===== config.mk =====
export PLATFORM = sky130hd
export DESIGN_NAME = serial_frame_sequencer
export DESIGN_NICKNAME = d
export VERILOG_FILES = /design/src/rtl/serial_pkg.sv /design/src/rtl/serial_frame_sequencer_bit_timer.sv /design/src/rtl/serial_frame_sequencer.sv
export SDC_FILE = /design/constraint.sdc
export NUM_CORES = 1
export LEC_CHECK = 0
export BUFFER_PORTS_ARGS = -buffer_cell sky130_fd_sc_hd__buf_4
export CORE_AREA = 2 2 58 60
export CTS_CLUSTER_SIZE = 30
export DETAILED_ROUTE_END_ITERATION = 12
export DIE_AREA = 0 0 60 62
export GPL_TIMING_DRIVEN = 0
export PLACE_DENSITY = 0.67
export REMOVE_ABC_BUFFERS = 1
export SETUP_SLACK_MARGIN = 0.2
export SKIP_CTS_REPAIR_TIMING = 1
export SLEW_MARGIN = 40
export SYNTH_ARGS = -nofsm -noshare
export SYNTH_HDL_FRONTEND = slang
export SYNTH_SLANG_ARGS = --single-unit

===== constraint.sdc =====
create_clock -name clk -period 1.7 [get_ports clk]
set_input_delay 0.34 -clock clk [delete_from_list [all_inputs] [get_ports clk]]
set_output_delay 0.34 -clock clk [all_outputs]
set_load 0.01 [all_outputs]

===== src/rtl/serial_pkg.sv =====
// Shared types and constants for the framed serial transmitter.
package serial_pkg;

  typedef enum logic [1:0] {
    IDLE  = 2'd0,
    START = 2'd1,
    DATA  = 2'd2,
    STOP  = 2'd3
  } state_t;

  localparam int FRAME_BITS = 10;
  localparam int DATA_BITS  = 8;

  // A one-cycle bit period still needs a 1-bit counter.
  function automatic int timer_width(input int clks);
    return (clks <= 2) ? 1 : $clog2(clks);
  endfunction

endpackage


===== src/rtl/serial_frame_sequencer_bit_timer.sv =====
// Bit-period down-counter: reload on clear, terminal count when it reaches zero.
module bit_timer
  import serial_pkg::*;
#(
  parameter int CLKS_PER_BIT = 4,
  parameter int WIDTH        = timer_width(CLKS_PER_BIT)
) (
  input  logic clk,
  input  logic rst_n,
  input  logic i_clear,
  output logic o_tc
);

  localparam logic [WIDTH-1:0] LOAD = WIDTH'(CLKS_PER_BIT - 1);

  logic [WIDTH-1:0] r_count;

  always_ff @(posedge clk or negedge rst_n) begin
    if (!rst_n) begin
      r_count <= '0;
    end else if (i_clear) begin
      r_count <= LOAD;
    end else if (r_count != '0) begin
      r_count <= r_count - WIDTH'(1);
    end
  end

  assign o_tc = (r_count == '0);

endmodule


===== src/rtl/serial_frame_sequencer.sv =====
// Accepts a byte per handshake and shifts it out as a start/8 data/stop frame,
// exposing the bit-select index that drives the downstream 8:1 mux.
module serial_frame_sequencer
  import serial_pkg::*;
#(
  parameter int   CLKS_PER_BIT = 4,
  parameter logic MSB_FIRST    = 1'b0,
  parameter logic IDLE_LEVEL   = 1'b1
) (
  input  logic       clk,
  input  logic       rst_n,
  input  logic [7:0] in_data,
  input  logic       in_valid,
  output logic       in_ready,
  output logic [2:0] sel,
  output logic [7:0] data_q,
  output logic       tx,
  output logic       busy,
  output logic       done
);

  localparam logic [2:0] SEL_FIRST = MSB_FIRST ? 3'd7 : 3'd0;
  localparam logic [2:0] LAST_BIT  = 3'(DATA_BITS - 1);

  state_t     r_state;
  logic [2:0] r_bit_cnt;
  logic [2:0] r_sel;
  logic [7:0] r_data_q;
  logic       r_tx;
  logic       r_in_ready;
  logic       r_busy;
  logic       r_done;

  logic       w_tc;
  logic       w_timer_clear;
  logic [2:0] w_sel_next;

  // Timer is held loaded while idle so START gets a full bit period.
  assign w_timer_clear = (r_state == IDLE) || w_tc;
  assign w_sel_next    = MSB_FIRST ? (r_sel - 3'd1) : (r_sel + 3'd1);

  bit_timer #(
    .CLKS_PER_BIT(CLKS_PER_BIT)
  ) u_bit_timer (
    .clk    (clk),
    .rst_n  (rst_n),
    .i_clear(w_timer_clear),
    .o_tc   (w_tc)
  );

  always_ff @(posedge clk or negedge rst_n) begin
    if (!rst_n) begin
      r_state    <= IDLE;
      r_bit_cnt  <= 3'd0;
      r_sel      <= 3'd0;
      r_data_q   <= 8'd0;
      r_tx       <= IDLE_LEVEL;
      r_in_ready <= 1'b1;
      r_busy     <= 1'b0;
      r_done     <= 1'b0;
    end else begin
      r_done <= 1'b0;
      case (r_state)
        IDLE: begin
          if (in_valid) begin
            r_data_q   <= in_data;
            r_sel      <= SEL_FIRST;
            r_bit_cnt  <= 3'd0;
            r_tx       <= ~IDLE_LEVEL;
            r_in_ready <= 1'b0;
            r_busy     <= 1'b1;
            r_state    <= START;
          end
        end
        START: begin
          if (w_tc) begin
            r_state <= DATA;
            r_tx    <= r_data_q[r_sel];
          end
        end
        DATA: begin
          if (w_tc) begin
            // sel parks on the final index until the next handshake reloads it.
            if (r_bit_cnt == LAST_BIT) begin
              r_state <= STOP;
              r_tx    <= IDLE_LEVEL;
            end else begin
              r_bit_cnt <= r_bit_cnt + 3'd1;
              r_sel     <= w_sel_next;
              r_tx      <= r_data_q[w_sel_next];
            end
          end
        end
        STOP: begin
          if (w_tc) begin
            r_state    <= IDLE;
            r_in_ready <= 1'b1;
            r_busy     <= 1'b0;
            r_done     <= 1'b1;
          end
        end
        default: r_state <= IDLE;
      endcase
    end
  end

  assign in_ready = r_in_ready;
  assign sel      = r_sel;
  assign data_q   = r_data_q;
  assign tx       = r_tx;
  assign busy     = r_busy;
  assign done     = r_done;

endmodule


Yosys cells after proc, flatten, opt, wreduce, memory -nomap -nowiden
Cells that the tools add are included.
- bits in registers: 22
- eq/ne operators: 10
- $add $sub $neg: 3
- $lt $le $gt $ge: 2
- reduce and logical (&&, ||, !) cells: 13
- multiplexer cells: 31
- operator list (operator ; count):
    $mux W3 ; 5
    $mux W2 ; 7
    $ne A2 B2 Y1 const B ; 6
    $pmux W3 S2 ; 2
    $mux W1 ; 11
    $lt A3 B4 Y1 const B ; 2
    $pmux W2 S4 ; 1
    $reduce_and A4 Y1 ; 2
    $reduce_bool A2 Y1 ; 4
    $add A3 B1 Y3 const B ; 2
    $bmux W1 S3 ; 2
    $reduce_and A5 Y1 ; 1
    $eq A2 B2 Y1 const B ; 2
    $logic_not A2 Y1 ; 2
    $pmux W1 S2 ; 2
    $eq A3 B3 Y1 const B ; 1
    $pmux W1 S3 ; 1
    $reduce_and A3 Y1 ; 1
    $reduce_bool A3 Y1 ; 1
    $eq A2 B1 Y1 const B ; 1
    $reduce_and A2 Y1 ; 1
    $sub A2 B1 Y2 const B ; 1
    $logic_or A1 B1 Y1 ; 1

Depth between registers and ports, before layout
- depth after elaboration: 6
- depth in mapped cells: 6
- depth with buffers taken out: 6

Hierarchy
A second synthesis with hierarchy kept.
- cell total of the unflattened synthesis: 92
- area total of the unflattened synthesis: 1169.9 um2
- by module, submodules not included (module ; instances ; cells each ; area each (um2)):
    serial_frame_sequencer ; 1 ; 83 ; 1072.3
    bit_timer ; 1 ; 9 ; 97.6

Worst setup path after synthesis
No wires, ideal clock.
- kind: reg2reg
- from: register r_state[0]
- to: register r_sel[2], in the netlist sel[2]
- data required time: 1.579 ns
- setup slack: 0.123 ns
- cell stages (with the launch flop): 7
- arrival: 1.456 ns
- clock period less this slack: 1.577 ns
- path through: dfrtp_1 > inv_1 > ha_1 > or2_2 > o211ai_2 > o21ai_0 > a22o_1
- cells in the longest elaborated chain, start to end: 3
- RTL lines (item ; RTL line ; RTL):
    from (decl) ; serial_frame_sequencer.sv:25 ; state_t r_state;
    from (signal assigned) ; serial_frame_sequencer.sv:53 ; r_state <= IDLE;
    from (signal assigned) ; serial_frame_sequencer.sv:72 ; r_state <= START;
    from (signal assigned) ; serial_frame_sequencer.sv:77 ; r_state <= DATA;
    $eq A2 B2 Y1 or $logic_not A2 Y1 (tied branches) ; serial_frame_sequencer.sv:63 ; case (r_state)
    $ne A2 B2 Y1 (no line) or $reduce_bool A2 Y1 (tied branches) ; -- ;
    $reduce_and A4 Y1 (no line) ; -- ;
    to (signal assigned) ; serial_frame_sequencer.sv:89 ; r_sel <= w_sel_next;
    to (decl) ; serial_frame_sequencer.sv:27 ; logic [2:0] r_sel;
Several ways; a longest one is shown, not always the timed one.
A chain may end at the register's enable or synchronous reset.

Worst setup path in the final report
- from: register r_state[0]
- to: register r_tx, in the netlist tx
- cells in the longest elaborated chain, start to end: 3
- RTL lines (item ; RTL line ; RTL):
    $eq A2 B1 Y1 (tied with other cells) ; serial_frame_sequencer.sv:63 ;
    $ne A2 B2 Y1 (no line) or $reduce_bool A3 Y1 (tied branches) ; -- ;
    $reduce_and A4 Y1 (no line) ; -- ;
    to (signal assigned) ; serial_frame_sequencer.sv:69 ; r_tx <= ~IDLE_LEVEL;
    to (signal assigned) ; serial_frame_sequencer.sv:78 ; r_tx <= r_data_q[r_sel];
    to (signal assigned) ; serial_frame_sequencer.sv:90 ; r_tx <= r_data_q[w_sel_next];
    to (decl) ; serial_frame_sequencer.sv:29 ; logic r_tx;
Several ways; a longest one is shown, not always the timed one.

==> results.md <==
Run status:
- The run finished with clean final reports.

Floorplanning:
- After floorplanning, the core was sized to cover 0.00318 mm².
- The die span in y is between 60 and 70 µm.
- The floorplan has 21 rows.
- Once the floorplan was initialized, standard cells occupied 37.2% of the core.
- The floorplan step set the die width to 60 µm.
- The I/O pin count is 26.
- The die covers 0.00372 mm².

STA:
- On the final layout, the worst clock skew is roughly 6.5 ps.
- The count of final hold-check violations came to 0.
- The share of the clock period used by the worst path is just over 90%.
- The clock period could shrink to around 1600 ps.
- The transition at the pin with the smallest max-transition slack is just under 400 ps.
- Based on the critical path, the design can be clocked at up to about 640 MHz.
- Setup violations remaining at the end of the flow were counted as 0.
- Setup repair after global routing could not meet its margin everywhere.
- The remaining max-slew budget at the tightest pin is around 74%.
- The count of final max-slew check failures is 0.

Synth:
- The most used flip-flop cell after synthesis is sky130_fd_sc_hd__dfrtp_1.
- Of the total synthesized cell area, the portion taken by XOR and XNOR cells is less than 1%.
- The synthesized netlist contains 30 unique library cells.
- The number of instances in the synthesized netlist is 101.
- For this run, the number of Yosys warnings is 0.
- The number of synthesized flops with an enable pin is 0.
- The cell type contributing the most total cell area after synthesis is sky130_fd_sc_hd__dfrtp_1.
- Summing every instance area after synthesis gives 0.00118 mm².
- The share of cell area taken by muxes after synthesis is between 10% and 20%.
- A synthesized cell averages roughly 12 µm².
- The share of flip-flops with an asynchronous set or reset is 100%.
- Of the synthesized area, sequential elements account for between 40% and 50%.
- The synthesized-area fraction occupied by adder cells is a little under a tenth.
- The synthesized flop and latch total is 22.
- Sorting the synthesized cells by area gives the leading types as sky130_fd_sc_hd__dfrtp_1 (42%), sky130_fd_sc_hd__ha_1 (9.5%), sky130_fd_sc_hd__mux2_2 (9.5%).
- The share of Yosys cell area claimed by the top area cell type is a little over two fifths.
- The fraction of the mapped netlist area in simple logic gates is a little under an eighth.
- The largest family of logic cells by synthesized area is multiplexers.
- Summing the areas of all compound-gate instances in the mapped netlist gives between 10% and 20% of the synthesized area.

Clock network:
- CTS built an H-tree with a depth of 1.
- CTS placed an instance of sky130_fd_sc_hd__clkbuf_4 at the clock tree root.
- The number of clock buffers inserted by TritonCTS is 3.
- At the later pin of the worst-skew pair, clock insertion delay measures approximately 310 ps.
- The total clock sinks is 22.
- The TritonCTS clock tree is built.
- After clock tree synthesis, the clock-pin slew on the worst setup and hold paths is ~120 ps.
- No sink is reached through more buffers than the 2 on the longest clock path.

Critical path:
- The largest fanout of any net on the critical path is 3.
- For the worst setup path, the data required time is 1940 ps.
- In this run the critical register-to-register path is launched from r_state[0].
- In this run the worst setup path begins at r_state[0].
- The depth of the worst register-to-register path is 7.
- The kind of end point of the critical path is a flop.
- The worst setup path is of the flop to flop kind.
- For the worst setup path, the data arrival time is 1810 ps.
- STA classifies the critical path startpoint as a flop.

GRT:
- The largest net degree at the start of global routing is 23.
- The total routing usage reported by global routing is a little over an eighth.
- Global routing used around 1.2% of the available met3 tracks.
- Global routing consumed, on the met2 layer, 23.4% of the routing resources.
- The met1 track demand over resource in global routing is between 15 and 20%.
- met2 is the most crowded layer.
- The total congestion overflow is 0.
- The initial antenna violation count is 0.
- The wire length of the first global-routing pass is 3.61 mm.
- The number of global-route vias before repair is between 700 and 800.

Power:
- In this run the static leakage power is ~0.75 nW.
- The worst-case IR drop observed on VDD is ~0.60 mV.
- The total power density per cell area is approximately 1700 mW/mm².

Drt:
- In the final routed layout, each cell accounts on average for approximately 15 µm.
- The number of nets with antenna violations after routing is 0.
- The via total after detailed routing is just over 900.
- The count of TritonRoute iterations in the first routing pass is 4.
- The routed via count divided by cell count is about 5.
- The total wire length after detailed routing is 2.79 mm.
- In the routed design, unresolved DRC markers number 0.
- The number of design-rule violations left by the first detailed-router iteration is 53.

Layout:
- The area added between synthesis and finish is 44.5%.
- The library cells used most frequently in the layout, excluding fill and tap cells, are sky130_fd_sc_hd__buf_4 (36), sky130_fd_sc_hd__dfrtp_1 (17), sky130_fd_sc_hd__nand2_1 (10).
- The number of antenna diodes in the final layout is 0.
- The most common cell after layout, fill and taps aside is sky130_fd_sc_hd__buf_4.
- The number of non-filler instances in the completed layout is around 190.
- Of the cells placed in the final design, the portion with a size suffix greater than 1 is 57.3%.
- At the end of the flow the core is filled with cells to around 54%.
- The final net count is roughly 170.

Place:
- In this run the tool buffered the top-level ports with 25 buffer cells.
- The number of placed instances, taps included, is 171.
- After legalization and detailed placement, the total HPWL measured 1.81 mm.
- At the end of routability-driven placement, the weighted congestion stood at 0.724.

Hold path:
- The path class of the tightest hold or removal check is primary input to flop.
- The worst min-delay path startpoint is in_data[3].
- The worst hold path passes through 2 cells.

Run:
- The max-cap violation count is 0.
[critical path: stages (launching register included)]
cell and delay (ps):
sky130_fd_sc_hd__dfrtp_1 420, sky130_fd_sc_hd__buf_6 140, sky130_fd_sc_hd__ha_4 160, sky130_fd_sc_hd__buf_4 130, sky130_fd_sc_hd__o21bai_1 150, sky130_fd_sc_hd__and3b_2 230
sky130_fd_sc_hd__nand2_1 70, sky130_fd_sc_hd__o211ai_1 210
[cell families after synthesis]
| family | Yosys count |
|---|---|
| AO/OA/AOI/OAI | 19 |
| adder cells (fa/ha/maj) | 9 |
| multiplexers | 15 |
| flip-flops | 22 |
| buffers and inverters | 7 |
| AND/OR/NAND/NOR | 28 |
| XOR/XNOR | 1 |
[worst paths after layout]
check,to,slack (ps)
setup / recovery,tx,130
hold / removal,data_q[3],250
setup reg to reg,tx,130
hold reg to reg,u_bit_timer.r_count[0],450
max in group asynchronous,in_ready,980
min in group asynchronous,data_q[6],440
[synth_stat cells, drive strengths merged, types with 2 or more instances]
master / n
a21oi: 4
a22o: 3
dfrtp: 20
dfstp: 2
ha: 9
inv: 6
mux2: 10
mux2i: 2
mux4: 3
nand2: 10
nand2b: 4
nor2: 5
nor2b: 2
nor3: 2
o211ai: 2
o21ai: 6
[metal layers]
layer / up-vias / wire (µm)
li1: 445 / -
met1: 465 / 1170
met2: 18 / 1510
met3: 5 / 53
met4: 0 / 55
met5: - / 0
[report_power, final]
part / internal (mW) / switching (mW)
Combinational: 0.982 / 0.761
Clock: 0.0830 / 0.162
Sequential: 0.716 / 0.193
Total: 1.78 / 1.12
[layout make-up]
class | count | area [µm²]
Tap cell | 46 | 57.6
Sequential cell | 22 | 557
Clock buffer | 3 | 22.5
Inverter | 6 | 25.0
Fill cell | 269 | 1470
Multi-Input combinational cell | 72 | 734
Timing Repair Buffer | 40 | 314
[flip-flops by register name, indices dropped and copies added (netlist names)]
name                 flops
busy                     1
data_q                   8
done                     1
in_ready                 1
r_bit_cnt                3
r_state                  2
sel                      3
tx                       1
u_bit_timer.r_count      2
[stage by stage]
stage / setup slack [ps] / total power [mW] / hold WS, ps / area (µm²) / setup TNS (ps)
2_1_floorplan: 123 / 1.62 / 44.4 / 1170 / 0
3_5_place_dp: -52.0 / 2.04 / 251 / 1420 / -100
5_1_grt: 72.8 / 3.09 / 238 / 1710 / 0
3_3_place_gp: 6.28 / 1.98 / 241 / 1420 / 0
4_1_cts: -66.0 / 2.28 / -103 / 1440 / -130
6_report: 132 / 2.90 / 248 / 1710 / 0
Note: power is estimated with default switching activity, not from simulation.
